<file path="src/rtl/dds_ramp_pkg.sv">
// Shared state encoding, command-word layout and width defaults for the
// DDS ramp sequencer.
package dds_ramp_pkg;

   localparam int unsigned FREQ_WIDTH_DEF = 48;
   localparam int unsigned CNT_WIDTH_DEF  = 16;
   localparam int unsigned CMD_WIDTH      = 128;

   localparam int unsigned FSTART_LSB = 80;
   localparam int unsigned FSTART_W   = 48;
   localparam int unsigned FSTEP_LSB  = 32;
   localparam int unsigned FSTEP_W    = 48;
   localparam int unsigned SCOUNT_LSB = 16;
   localparam int unsigned SCOUNT_W   = 16;
   localparam int unsigned SINTV_LSB  = 0;
   localparam int unsigned SINTV_W    = 16;

   typedef enum logic [0:0] {
      ST_IDLE = 1'b0,
      ST_RAMP = 1'b1
   } state_e;

endpackage

</file>
<file path="src/rtl/ramp_step_timer.sv">
// Interval and step counters for one ramp; raises a step strobe every
// effective interval and flags the step that completes the ramp.
module ramp_step_timer #(
   parameter int unsigned CNT_WIDTH = 16
) (
   input  logic                 clk_i,
   input  logic                 rst_i,
   input  logic                 clear_i,
   input  logic                 en_i,
   input  logic [CNT_WIDTH-1:0] interval_i,
   input  logic [CNT_WIDTH-1:0] count_i,
   output logic                 step_o,
   output logic                 last_o
);

   localparam logic [CNT_WIDTH-1:0] ONE_C  = 1;
   localparam logic [CNT_WIDTH:0]   ONE_XC = 1;

   logic [CNT_WIDTH-1:0] intv_q, intv_d;
   logic [CNT_WIDTH-1:0] steps_q, steps_d;
   logic [CNT_WIDTH-1:0] intv_last;

   // An interval of zero behaves like one: a step every cycle.
   assign intv_last = (interval_i == '0) ? '0 : interval_i - ONE_C;
   assign step_o    = en_i && (intv_q == intv_last);
   assign last_o    = step_o && (({1'b0, steps_q} + ONE_XC) == {1'b0, count_i});

   always_comb begin
      intv_d  = intv_q;
      steps_d = steps_q;
      if (clear_i) begin
         intv_d  = '0;
         steps_d = '0;
      end else if (step_o) begin
         intv_d  = '0;
         steps_d = steps_q + ONE_C;
      end else if (en_i) begin
         intv_d  = intv_q + ONE_C;
      end
   end

   always_ff @(posedge clk_i) begin
      if (rst_i) begin
         intv_q  <= '0;
         steps_q <= '0;
      end else begin
         intv_q  <= intv_d;
         steps_q <= steps_d;
      end
   end

endmodule

</file>
<file path="src/rtl/dds_ramp_sequencer.sv">
// Frequency ramp sequencer: buffers one command and steps a DDS frequency
// word from freq_start by freq_step, step_count times, every step_interval.
module dds_ramp_sequencer
   import dds_ramp_pkg::*;
#(
   parameter int unsigned FREQ_WIDTH = FREQ_WIDTH_DEF,
   parameter int unsigned CNT_WIDTH  = CNT_WIDTH_DEF
) (
   input  logic                  clk,
   input  logic                  reset,
   input  logic [CMD_WIDTH-1:0]  cmd_data,
   input  logic                  cmd_valid,
   output logic                  cmd_ready,
   input  logic                  abort,
   output logic [FREQ_WIDTH-1:0] freq,
   output logic                  freq_update,
   output logic                  busy,
   output logic                  done,
   output logic                  aborted,
   output logic                  wrap_error
);

   state_e                state_q, state_d;
   logic                  pend_valid_q, pend_valid_d;
   logic [CMD_WIDTH-1:0]  pend_cmd_q, pend_cmd_d;
   logic [FREQ_WIDTH-1:0] freq_q, freq_d;
   logic [FREQ_WIDTH-1:0] fstep_q, fstep_d;
   logic [CNT_WIDTH-1:0]  count_q, count_d;
   logic [CNT_WIDTH-1:0]  intv_q, intv_d;
   logic                  upd_q, upd_d;
   logic                  done_q, done_d;
   logic                  aborted_q, aborted_d;
   logic                  wrap_q, wrap_d;

   logic                  handshake, load, step, tmr_step, tmr_last, wrap_now;
   logic [FREQ_WIDTH:0]   sum;
   logic [FREQ_WIDTH-1:0] pend_start, pend_step;
   logic [CNT_WIDTH-1:0]  pend_count, pend_intv;

   assign pend_start = pend_cmd_q[FSTART_LSB +: FREQ_WIDTH];
   assign pend_step  = pend_cmd_q[FSTEP_LSB  +: FREQ_WIDTH];
   assign pend_count = pend_cmd_q[SCOUNT_LSB +: CNT_WIDTH];
   assign pend_intv  = pend_cmd_q[SINTV_LSB  +: CNT_WIDTH];

   assign cmd_ready = !pend_valid_q && !abort;
   assign handshake = cmd_valid && cmd_ready;
   // Holding off the load while done is showing leaves one idle cycle between ramps.
   assign load      = (state_q == ST_IDLE) && pend_valid_q && !done_q && !abort;
   assign step      = tmr_step && !abort;

   // Negative steps wrap on borrow, i.e. when the unsigned add does not carry.
   assign sum       = {1'b0, freq_q} + {1'b0, fstep_q};
   assign wrap_now  = fstep_q[FREQ_WIDTH-1] ? !sum[FREQ_WIDTH] : sum[FREQ_WIDTH];

   ramp_step_timer #(
      .CNT_WIDTH (CNT_WIDTH)
   ) u_timer (
      .clk_i      (clk),
      .rst_i      (reset),
      .clear_i    (load || abort),
      .en_i       (state_q == ST_RAMP),
      .interval_i (intv_q),
      .count_i    (count_q),
      .step_o     (tmr_step),
      .last_o     (tmr_last)
   );

   always_ff @(posedge clk) begin
      if (reset) state_q <= ST_IDLE;
      else       state_q <= state_d;
   end

   always_comb begin
      state_d = state_q;
      if (abort) begin
         state_d = ST_IDLE;
      end else begin
         case (state_q)
            ST_IDLE: if (load) state_d = (pend_count == '0) ? ST_IDLE : ST_RAMP;
            ST_RAMP: if (step && tmr_last) state_d = ST_IDLE;
            default: state_d = ST_IDLE;
         endcase
      end
   end

   always_comb begin
      pend_valid_d = pend_valid_q;
      pend_cmd_d   = pend_cmd_q;
      freq_d       = freq_q;
      fstep_d      = fstep_q;
      count_d      = count_q;
      intv_d       = intv_q;
      upd_d        = 1'b0;
      done_d       = 1'b0;
      aborted_d    = 1'b0;
      wrap_d       = wrap_q;
      if (abort) begin
         pend_valid_d = 1'b0;
         aborted_d    = 1'b1;
      end else begin
         if (handshake) begin
            pend_valid_d = 1'b1;
            pend_cmd_d   = cmd_data;
         end
         if (load) begin
            pend_valid_d = 1'b0;
            freq_d       = pend_start;
            fstep_d      = pend_step;
            count_d      = pend_count;
            intv_d       = pend_intv;
            upd_d        = 1'b1;
            wrap_d       = 1'b0;
            done_d       = (pend_count == '0);
         end else if (step) begin
            freq_d = sum[FREQ_WIDTH-1:0];
            upd_d  = 1'b1;
            wrap_d = wrap_q || wrap_now;
            done_d = tmr_last;
         end
      end
   end

   always_ff @(posedge clk) begin
      if (reset) begin
         pend_valid_q <= 1'b0;
         pend_cmd_q   <= '0;
         freq_q       <= '0;
         fstep_q      <= '0;
         count_q      <= '0;
         intv_q       <= '0;
         upd_q        <= 1'b0;
         done_q       <= 1'b0;
         aborted_q    <= 1'b0;
         wrap_q       <= 1'b0;
      end else begin
         pend_valid_q <= pend_valid_d;
         pend_cmd_q   <= pend_cmd_d;
         freq_q       <= freq_d;
         fstep_q      <= fstep_d;
         count_q      <= count_d;
         intv_q       <= intv_d;
         upd_q        <= upd_d;
         done_q       <= done_d;
         aborted_q    <= aborted_d;
         wrap_q       <= wrap_d;
      end
   end

   assign freq        = freq_q;
   assign freq_update = upd_q;
   assign done        = done_q;
   assign aborted     = aborted_q;
   assign wrap_error  = wrap_q;
   assign busy        = (state_q == ST_RAMP) || pend_valid_q;

endmodule

</file>
<file path="config.mk">
export PLATFORM = sky130hd
export DESIGN_NAME = dds_ramp_sequencer
export DESIGN_NICKNAME = d
export VERILOG_FILES = /design/src/rtl/dds_ramp_pkg.sv /design/src/rtl/ramp_step_timer.sv /design/src/rtl/dds_ramp_sequencer.sv
export SDC_FILE = /design/constraint.sdc
export NUM_CORES = 1
export LEC_CHECK = 0
export ABC_AREA = 0
export CORE_AREA = 3 3 218 220
export CTS_CLUSTER_SIZE = 12
export DETAILED_ROUTE_END_ITERATION = 6
export DIE_AREA = 0 0 221 223
export SYNTH_ARGS = -nofsm -noshare
export SYNTH_HDL_FRONTEND = slang
export SYNTH_SLANG_ARGS = --single-unit
</file>
<file path="constraint.sdc">
create_clock -name clk -period 4 [get_ports clk]
set_input_delay 1 -clock clk [delete_from_list [all_inputs] [get_ports clk]]
set_output_delay 1 -clock clk [all_outputs]
set_load 0.005 [all_outputs]
</file>
* Word level (Yosys, flattened, before mapping) *
Cells that the tools add are included.

storage, ports and cells
  register bits after elaboration = 294
  bits of input ports = 132
  output and inout bits = 54
  word-level logic and storage cells = 63

cells by class
  add/subtract/negate cells = 5
  eq/ne operators = 2
  mux-type cells = 15
  bitwise gates (word level) = 2
  reductions and logical operators = 26

operator list
  operator                                             count
  2-to-1 mux 48 bit                                    2
  adder 48 x 48 -> 49 bit                              1
  adder 16 x 1 -> 16 bit (second input constant)       2
  zero test 16 bit                                     2
  adder 16 x 1 -> 17 bit (second input constant)       1
  == test 17 x 16 -> 1 bit                             1
  == test 16 bit                                       1
  2-to-1 mux 16 bit                                    1
  subtractor 16 x 1 -> 16 bit (second input constant)  1
  2-to-1 mux 1 bit                                     11
  logical AND 1 bit                                    9
  AND reduction 2 bit                                  3
  OR reduction 3 bit                                   2
  zero test 1 bit                                      4
  OR reduction 2 bit                                   2
  logical OR 1 bit                                     3
  NOT 1 bit                                            2
  case mux 1 bit (2 select lines)                      1
  nonzero test 2 bit                                   1

* Depth between registers and ports, before layout *
  word-level depth = 8
  mapped depth = 14
  mapped depth without buffers = 11

* By module *
A second synthesis with hierarchy kept.

unflattened totals
  cells, all modules = 1937
  area, all modules = 14629.0 sq um

modules (own cells, without submodules)
  module              instances  cells an instance  area each (sq um)  seq. area each (sq um)
  dds_ramp_sequencer  1          1597               12026.5            5245.0
  ramp_step_timer     1          340                2602.5             640.6

* Worst setup path before layout *
OpenSTA, ideal clock, no wires.

  path kind = reg2reg
  start point = register freq_q[0], in the netlist freq[0]
  end point = register freq_q[46], in the netlist freq[46]
  library setup time = 0.136 ns
  arrival = 2.962 ns
  data required time = 3.864 ns
  setup slack = 0.901 ns
  cell stages (with the launch flop) = 12
  buffers on the path = 0
  clock period less this slack = 3.099 ns
  cell sequence = dfxtp_1 -> ha_1 -> fa_1 -> a21o_1 -> a221oi_1 -> o21ai_1 -> a2111oi_0 -> nor4b_1 -> nor3_1 -> o21ai_0 -> xnor2_1 -> o22ai_1

between the ends
  cells in the longest elaborated chain, start to end = 3

RTL lines
  item                      line                       text
  start: declaration        dds_ramp_sequencer.sv:26   logic [FREQ_WIDTH-1:0] freq_q, freq_d;
  start signal: assignment  dds_ramp_sequencer.sv:138  freq_q <= freq_d;
  adder 48 x 48 -> 49 bit   dds_ramp_sequencer.sv:52   assign sum = {1'b0, freq_q} + {1'b0, fstep_q};
  2-to-1 mux 48 bit         dds_ramp_sequencer.sv:114  end else if (step) begin
  2-to-1 mux 48 bit         dds_ramp_sequencer.sv:105  if (load) begin

No other way between the ends. The select of a mux whose other input is x is not followed.
A chain may end at the register's enable or synchronous reset.

* Worst setup path after layout *
  start point = register intv_q[2]
  end point = register freq_q[22], in the netlist freq[22]

between the ends
  cells in the longest elaborated chain, start to end = 7
  elaborated cells on any way between the ends = 8
  classes of those cells = 1 x add/sub; 1 x eq/ne; 1 x mux; 5 x reduce/logical

RTL lines
  item                                                             line                       text
  start: declaration                                               dds_ramp_sequencer.sv:29   logic [CNT_WIDTH-1:0] intv_q, intv_d;
  start signal: assignment                                         dds_ramp_sequencer.sv:141  intv_q <= intv_d;
  subtractor 16 x 1 -> 16 bit or zero test 16 bit (tied branches)  ramp_step_timer.sv:24      assign intv_last = (interval_i == '0) ? '0 : interval_i - ONE_C;
  2-to-1 mux 16 bit *                                              ramp_step_timer.sv:24
  == test 16 bit *                                                 ramp_step_timer.sv:25      assign step_o = en_i && (intv_q == intv_last);
  logical AND 1 bit *                                              ramp_step_timer.sv:25
  logical AND 1 bit *                                              dds_ramp_sequencer.sv:49   assign step = tmr_step && !abort;
  nonzero test 2 bit (no source line) *                            --
  AND reduction 2 bit (no source line) *                           --

Mark *: on every way between the ends. The rest lies on a longest branch, timed or not.

==> reports/qor.yml <==
clock_path_buffers: 3
relSlewSlack_pct: 37.60
startpoint_type: "register"
post_cts_buffers: 0
synthArstFlopShare_pct: 0
drc_errors: 0
start_util_pct: 32.10
crit_slowest_cell: "a2111oi_0"
synth_edf_count: 0
numClockSinks: 294
fp.dieArea_um2: 49280
p_comb_share_pct: 6.7
finClkSkew_ns: 0.02443
firstDrtPassIters: 5
syn-cell-area_um2: 14600
fillers: 4746
place_hpwl_um: 32450
fin_nets: 2199
clk_latency_ns: 0.55
synth_cells: 1890
p_sw_share_pct: 23.26
setup_viol: 0
cts_buffers: 35
io_pins: 186
ys_ff_latch: 294
layout-drive-gt1-share_pct: 5.211
finalCriticalPeriod_ns: 3.670
rsz0062_at_grt: "no"
p_clk_share_pct: 47.3
path_max_fanout: 8
placed_cells: 2578
seqPwrFrac_pct: 46.0
cts_root_buffer: "clkbuf_16"
first_global_vias: 13116
clkTransAtPathRegs_ns: 0.06
ant_nets: 0
fin_tns_setup_ns: 0
hold_violations: 0
htree_levels: 2
ys_seq_area_share_pct: 40.32
slowest_delay_ns: 0.70
crit_type: "register to register"
instances_no_fill: 2634
row_count: 78
syn_area_per_cell_um2: 7.723
hold_buffers: 0
vdd_drop_max_v: 0.0003012
layout.area.seq_um2: 5886
crit_chain: "nor4_4 -> and2_1 -> nand2_1 -> a211oi_1 -> nor2_1 -> a2111oi_0 -> buf_4 -> nand4_1 -> nand2b_1 -> buf_4 -> o211ai_1"
drt_iter0_markers: 816
crit_path_end_kind: "register"
grt_first_pass_wirelength_um: 70880
grt_start_max_net_pins: 122
gp_congestion: 0.9012
p_int_mw: 5.082
slew_viol_final: 0
period_share_pct: 91.74
power_density_nw_per_um2: 364.8
status: "completed"
antenna_found_initial: 0
cp.arrival_ns: 4.14
cts_resized: 0
drt_wl_total_um: 44390
wl_per_cell_um: 16.85
chipHeight_um: 223
vias_per_cell: 5.153
antennaDiodeCount: 0
tightest_slew_ns: 0.9360
cp.required_ns: 4.47
io_buffers: 185
cts_tree: "built"
die_w_um: 221
max_freq_ghz: 0.2725
synth_nets: 2074
synthToLayoutAreaGrowth_pct: 24.38
drv_cap: 0
yosysWarnings: 0
hp-class: "register to register"
p_switching_mw: 1.540
grt_overflow: 0
fp.coreArea_um2: 45480
leakage_nw: 6.608
route.vias.total: 13573
netlist-cell-type-count: 75
cp_common_cell: "buf_4"
multi_input_area_um2: 8209
grt_use_total_pct: 17.48
synth_flop_cell: "dfxtp_1"
worst-r2r-setup-slack_ns: 0.33
power_mw: 6.622
[sequential cells by signal, summed over array words and instances, names as in the netlist, 16 cells and up]
| signal | flops |
|---|---|
| count_q | 16 |
| pend_cmd_q | 128 |
| fstep_q | 48 |
| u_timer.intv_q | 16 |
| u_timer.steps_q | 16 |
| freq | 48 |
| intv_q | 16 |
[worst max-delay path, delay by kind of cell (launching register included)]
kind	cells	cell delay, ns
buf+inv	2	0.48
compound gates	3	1.30
flops	1	0.38
simple gates	6	1.47
[power groups by stage]
| stage | clock network [mW] | registers (mW) | logic, mW |
|---|---|---|---|
| 6_report | 3.13 | 3.04 | 0.446 |
| 5_1_grt | 3.34 | 3.05 | 0.493 |
| 4_1_cts | 3.23 | 3.04 | 0.451 |
| 3_5_place_dp | 0 | 3.11 | 0.449 |
| 3_3_place_gp | 0 | 3.11 | 0.445 |
| 2_1_floorplan | 0 | 3.09 | 0.223 |
[final timing paths]
check,from,to,cells after the start
min reg2reg,pend_cmd_q[73],fstep_q[41],2
max reg2reg,intv_q[2],freq[22],11
max,intv_q[2],freq[22],11
min,pend_cmd_q[73],fstep_q[41],2
[cells in the mapped netlist, types with 4 or more instances]
cell type  count  area, µm²
a31oi_1       11      68.82
or3_1          4      25.02
xnor2_1       61      534.3
and3_1        24      150.1
dfxtp_1      294       5886
o21ai_0       31      155.2
nor4b_1        4      35.03
a21o_1        26      195.2
a211oi_1      11      82.58
a21oi_1      289       1446
nand2b_1       5      31.28
nor3_1        23      115.1
nor2_1        84      315.3
o21bai_1       9      67.56
nand4b_1       4      35.03
buf_2          7      35.03
clkbuf_1     103      386.6
a2111oi_2      5      75.07
a2111oi_0      5      43.79
inv_1         18      67.56
and4_1         6      52.55
nor2b_1        7      43.79
nand4_1       25      156.4
nand2_1      522       1959
o21ai_1        7      35.03
o211ai_1       7      52.55
o22ai_1        6      37.54
and2_1        11      68.82
or2_2          5      31.28
mux2i_1        6      60.06
ha_1          51      638.1
nand3_1       37      185.2
o31ai_1        5      37.54
a32oi_1        8      70.07
a21boi_0       5      37.54
nor4_1        10      62.56
xor2_1        51      446.7
a22oi_1       32      240.2
buf_1         10      37.54
o2111ai_1      5      43.79
[layer usage]
| metal | up-vias | part of all wire [%] | global-route usage (%) |
|---|---|---|---|
| li1 | 6800 | - | - |
| met1 | 6368 | 47 | 23.22 |
| met2 | 342 | 46 | 29.21 |
| met3 | 63 | 4.8 | 3.184 |
| met4 | 0 | 2.4 | 4.778 |
| met5 | - | 0 | 0 |
[area by class of cell]
class                           count  area share [%]
Tap cell                          600           4.135
Inverter                           18          0.3722
Clock buffer                       43           5.210
Timing Repair Buffer              211           11.71
Sequential cell                   294           32.42
Clock inverter                     13          0.9373
Multi-Input combinational cell   1455           45.22
[cell families (layout without fill, tap and decap cells)]
| group | Yosys count | count (layout) | synth area share [%] |
|---|---|---|---|
| xor+xnor | 112 | 112 | 6.720 |
| simple gates | 784 | 784 | 23.38 |
| fa+ha+maj | 52 | 52 | 4.509 |
| compound gates | 501 | 501 | 20.90 |
| mux | 6 | 6 | 0.4115 |
| buf+inv | 141 | 285 | 3.763 |
| flops | 294 | 294 | 40.32 |
[layout by cell type, fill, tap and decap left out, drive strengths merged, types with 7 or more instances in the layout]
| master | count |
|---|---|
| nand2 | 523 |
| dfxtp | 294 |
| a21oi | 289 |
| clkdlybuf4s50 | 184 |
| nor2 | 84 |
| xnor2 | 61 |
| xor2 | 51 |
| ha | 51 |
| clkbuf | 44 |
| o21ai | 38 |
| nand3 | 37 |
| a22oi | 32 |
| a21o | 26 |
| buf | 26 |
| nand4 | 25 |
| and3 | 24 |
| nor3 | 24 |
| inv | 20 |
| nor4 | 13 |
| a211oi | 11 |
| a31oi | 11 |
| and2 | 11 |
| a2111oi | 11 |
| o21bai | 9 |
| a32oi | 8 |
| o211ai | 7 |
| nor2b | 7 |
[through the flow]
| step | hold WS, ns | worst slack [ns] | util (%) | cell area [µm²] |
|---|---|---|---|---|
| floorplan | 0.4321 | 0.9013 | - | 14600 |
| global placement | 0.4377 | 0.3594 | 37.47 | 17040 |
| detailed placement | 0.4449 | 0.3353 | 37.47 | 17040 |
| CTS | 0.4518 | 0.2901 | 39.92 | 18150 |
| global route | 0.4704 | 0.01829 | 39.92 | 18150 |
| finish | 0.4455 | 0.3303 | 39.92 | 18150 |
No activity file was read; power rests on OpenSTA's default activity.
==> edit 1 (same flow settings) <==
Set the package constant `SCOUNT_LSB` to 15 (it was 16).
--- a/src/rtl/dds_ramp_pkg.sv
+++ b/src/rtl/dds_ramp_pkg.sv
@@ -12,3 +12,3 @@
    localparam int unsigned FSTEP_W    = 48;
-   localparam int unsigned SCOUNT_LSB = 16;
+   localparam int unsigned SCOUNT_LSB = 15;
    localparam int unsigned SCOUNT_W   = 16;
Function: changed (a bounded check fails within 4 cycles, from zero or initial values and one cycle with reset high).
==> edit 1 against the unedited design <==
  * Worst hold slack better by 0.0036 ns
  * Non-clock buffer count is 2 lower
  * Area after synthesis is 1.1% lower
  * Setup slack worse by 0.021 ns
  * Critical path depth is 1 higher
  * Sequential share of layout area is 0.11 points higher
  * Sequential cell count is 2 lower
  * Wire length is 6.2% lower
  * Power is 2.3% higher
  * First-iteration DRC count is 13% lower
  * Cell area is 1.0% lower
  * Highest routed layer unchanged
==> edit 1: results (changes against the unedited design) <==
| Metric | Value |
|---|---|
| YS warnings | `0 (unchanged)` |
| R2R Setup Slk | `0.31 ns (-0.02 ns)` |
| Power per cell area | `377 nW/um^2 (+3.4%)` |
| Hold path startpoint | `pend_cmd_q[1]` |
| DR vias | `13300 (-2.0%)` |
| Max reg flops | `127 (-0.78%)` |
| Non-Filler Instances | `2626 (-0.30%)` |
| Slew headroom | `0.348 (-0.0277)` |
| Worst stage delay on the critical path | `0.58 ns (-0.12 ns)` |
| TritonRoute pass-1 iters | `5 (unchanged)` |
| Clock Latency Late Sink | `0.54 ns` |
| CP max stage cell | `or4_4` |
| FF-to-FF path depth | `12 (+1)` |
| Worst flop-to-flop path startpoint | `intv_q[7]` |
| Synth top area cells | `dfxtp_1 40%, nand2_1 13%, a21oi_1 11%` |
| Run status | `finished, final reports clean` |
| Global-route wire length before repair | `67300 microns (-5.1%)` |
| Main synth FF type | `dfxtp_1` |
| Sequential element share of the synthesized area | `0.405 (+0.00163)` |
| Antenna cells | `0 (unchanged)` |
| CP delay by family, top | `simple AND/OR/NAND/NOR gates` |
| Count of cell types in the netlist | `76 (+1.3%)` |
| P_leak | `6.50 nW (-1.6%)` |
| Hold path cells | `2 (unchanged)` |
| Syn Area/Cell | `7.68 sq um (-0.61%)` |
| Starting DRC count in detailed routing | `710 (-13%)` |
| Layout cells sized above 1 | `0.0543 (+0.00218)` |
| Worst vdd ir | `214 uV (-29%)` |
| Inserted Clock Buffers | `35 (unchanged)` |
| Pin count of the biggest net entering global routing | `92 (-25%)` |
| Routability congestion estimate from global placement | `0.863 (-4.2%)` |
| CTS clock-pin slew for the worst setup and hold paths | `0.06 ns (about the same)` |
| Initial antenna violation count | `0 (unchanged)` |
| Clock Tree Buf Depth | `3 (unchanged)` |
| Worst R2R End | `freq[23]` |
| Clock Skew | `0.0183 ns (-0.00616 ns)` |
| Hold Path Sink | `intv_q[1]` |
| Most flops, register | `pend_cmd_q` |
| Global-route usage over all layers | `0.164 (-0.0109)` |
| Post-synth top cells | `517 x nand2_1, 321 x a21oi_1, 292 x dfxtp_1` |
| CTS root buf | `clkbuf_16` |
| Hold slack | `0.449 ns (+0.00361 ns)` |
| Final WL | `41600 microns (-6.2%)` |
| Critical path arrival | `4.08 ns (-0.06 ns)` |
| Hold Path Class | `reg2reg` |
| Pre-CTS WS | `0.186 ns (-0.149 ns)` |
| Critical Path Fanout Max | `30 (+22)` |
| H-tree levels | `2 (unchanged)` |
| Synthesized net count | `2065 (-0.43%)` |
| Number of I/O port buffers | `184 (-0.54%)` |
| Total Nets Final | `2190 (-0.41%)` |
| Hpwl dp | `29300 microns (-9.7%)` |
| Cell Area, Placed | `16800 sq um (-1.6%)` |
==> edit 1: worst max path at each step <==
stage | from | endpoint | slack [ns]
final | intv_q[7] | freq[23] | 0.31
after global routing | intv_q[0] | freq[32] | 0.06
after global placement | intv_q[0] | freq[35] | 0.23
after detailed placement | intv_q[0] | freq[35] | 0.19
after floorplan | intv_q[2] | freq[35] | 0.50
after CTS | intv_q[0] | freq[35] | 0.18
==> edit 1: timing repair <==
item / 4_1_cts / 5_1_grt
gates resized for setup: 0 / 3
setup buffers: 0 / 0
setup endpoints to repair: 0 / 13
==> edit 1: kinds of logic (layout without fill, tap and decap cells) <==
kind of cell | count (synthesis) | count (layout) | share of synthesized area
AND/OR/NAND/NOR | 776 | 776 | 0.234
AO/OA/AOI/OAI | 509 | 509 | 0.205
flip-flops | 292 | 292 | 0.405
buffers and inverters | 143 | 288 | 0.0436
XOR/XNOR | 96 | 96 | 0.0582
adder cells (fa/ha/maj) | 52 | 52 | 0.0456
multiplexers | 13 | 13 | 0.00919
==> edit 1: layer usage <==
metal  GRT usage  part of all wire  up-vias
li1            -                 -     6748
met4      0.0532             0.023        0
met5           0                 0        -
met2       0.272              0.46      274
met1       0.215              0.46     6221
met3      0.0321             0.050       60
==> edit 1: final cells by class <==
type / instances / area (sq um)
multi-input combinational: 1446 / 8000
tap: 600 / 751
sequential: 292 / 5850
timing repair buffer: 209 / 2100
inverter: 22 / 82.6
clock inverter: 7 / 143
clock buffer: 50 / 1050
fill: 4712 / 27500
==> edit 1: power breakdown <==
group / internal (mW) / switching [mW]
Combinational: 0.202 / 0.219
Clock: 2.08 / 1.25
Sequential: 2.98 / 0.0428
==> edit 2 (same settings) <==
Without the edit above. Register the output `wrap_error` once more, without a reset; this adds one clock of latency there. The other outputs are not delayed to match.
--- a/src/rtl/dds_ramp_sequencer.sv
+++ b/src/rtl/dds_ramp_sequencer.sv
@@ -152,3 +152,5 @@
    assign aborted     = aborted_q;
-   assign wrap_error  = wrap_q;
+   always_ff @(posedge clk) begin
+      wrap_error <= wrap_q;
+   end
    assign busy        = (state_q == ST_RAMP) || pend_valid_q;
Formal check against the unedited RTL: not equivalent (Yosys sat finds a counterexample within 4 cycles, from zero or initial values and one cycle with reset high).
==> edit 2 against the unedited design <==
  * Via count decreased by 0.55%
  * Wire length increased by 1.9%
  * Sequential power about the same
  * Cell area decreased by 0.12%
  * Setup slack got worse by 0.087 ns
  * Largest cell class unchanged
  * Sequential cell count increased by 1
  * Area after synthesis increased by 0.14%
  * Power about the same
==> edit 2: results (changes against the unedited design) <==
| Metric | Value |
|---|---|
| Hold path cells | `0 (-2)` |
| Post-synthesis xor/xnor area fraction | `0.0671 (-0.0000920)` |
| Adder-cell share of the synthesized area | `0.0450 (-0.0000618)` |
| Hpwl dp | `32400 microns (-0.11%)` |
| Synth top area cells | `dfxtp_1 40%, nand2_1 13%, a21oi_1 9.9%` |
| Routability congestion estimate from global placement | `0.897 (-0.52%)` |
| Worst R2R End | `freq[46]` |
| Multiplexer area fraction after synthesis | `0.00411 (-0.00000564)` |
| CP delay by family, top | `compound AO/OA/AOI/OAI gates` |
| R2R Setup Slk | `0.24 ns (-0.09 ns)` |
| Hold Path Class | `reg2reg` |
| Starting DRC count in detailed routing | `826 (+1.2%)` |
| Post-synth top cells | `522 x nand2_1, 295 x dfxtp_1, 289 x a21oi_1` |
| Worst vdd ir | `229 uV (-24%)` |
| CP max stage cell | `a2111oi_1` |
| Routed WL per cell | `17.2 microns (+1.9%)` |
| Clock Skew | `0.0269 ns (+0.00246 ns)` |
| FILL cells | `4687 (-1.2%)` |
| Total Nets Final | `2196 (-0.14%)` |
| Hold Path Sink | `wrap_error` |
| Pin count of the biggest net entering global routing | `129 (+5.7%)` |
| Global-route wire length before repair | `72200 microns (+1.8%)` |
| CP Launch Point | `freq[0]` |
| Post-Place Cells | `2575 (-0.12%)` |
| Max reg flops | `128 (unchanged)` |
| Worst stage delay on the critical path | `0.56 ns (-0.14 ns)` |
| Layout cells sized above 1 | `0.0506 (-0.00150)` |
| Fmax | `266 MHz (-2.3%)` |
| Post_cts resized | `1 (+1)` |
| Post-synthesis cell count | `1891 (+0.053%)` |
| Critical path arrival | `4.15 ns (about the same)` |
| Run status | `finished, final reports clean` |
| FF-to-FF path depth | `12 (+1)` |
| Sequential element share of the synthesized area | `0.404 (+0.000817)` |
| Synth Area in Compound Gates | `0.209 (-0.000286)` |
| Sequential Area | `5910 sq um (+0.34%)` |
| Hold path startpoint | `wrap_q` |
| Non-Filler Instances | `2635 (+0.038%)` |
| Cell Area, Placed | `17000 sq um (-0.13%)` |
| Critical Path Fanout Max | `4 (-4)` |
| P_leak | `6.61 nW (about the same)` |
| Inserted Clock Buffers | `35 (unchanged)` |
| DR vias | `13500 (-0.55%)` |
| Synthesized net count | `2075 (+0.048%)` |
| Hold slack | `0.352 ns (-0.0935 ns)` |
| Worst flop-to-flop path startpoint | `freq[0]` |
| Global-route usage over all layers | `0.179 (+0.00397)` |
| Slew headroom | `0.433 (+0.0568)` |
| Pre-CTS WS | `-0.000299 ns (-0.336 ns)` |
edit 2: layer usage:
| metal | up-vias | global-route usage | part of all wire |
|---|---|---|---|
| met1 | 6298 | 0.232 | 0.45 |
| met3 | 65 | 0.0405 | 0.056 |
| met2 | 331 | 0.301 | 0.47 |
| met5 | - | 0 | 0 |
| met4 | 0 | 0.0474 | 0.023 |
| li1 | 6804 | - | - |
edit 2: power by group:
part,internal (mW),leakage (nW),switching [mW]
Clock,1.84,0.547,1.28
Sequential,3.01,2.39,0.0448
Combinational,0.206,3.67,0.239
edit 2: cell type report:
class                      instances  share of cell area
multi-input combinational       1455               0.453
sequential                       295               0.326
inverter                          18             0.00373
clock inverter                    12             0.00745
tap                              600              0.0414
timing repair buffer             207               0.115
clock buffer                      48              0.0538
edit 2: logic make-up after synthesis:
kind of cell | count (synthesis)
xor+xnor | 112
buf+inv | 141
simple gates | 784
flops | 295
compound gates | 501
mux | 6
fa+ha+maj | 52
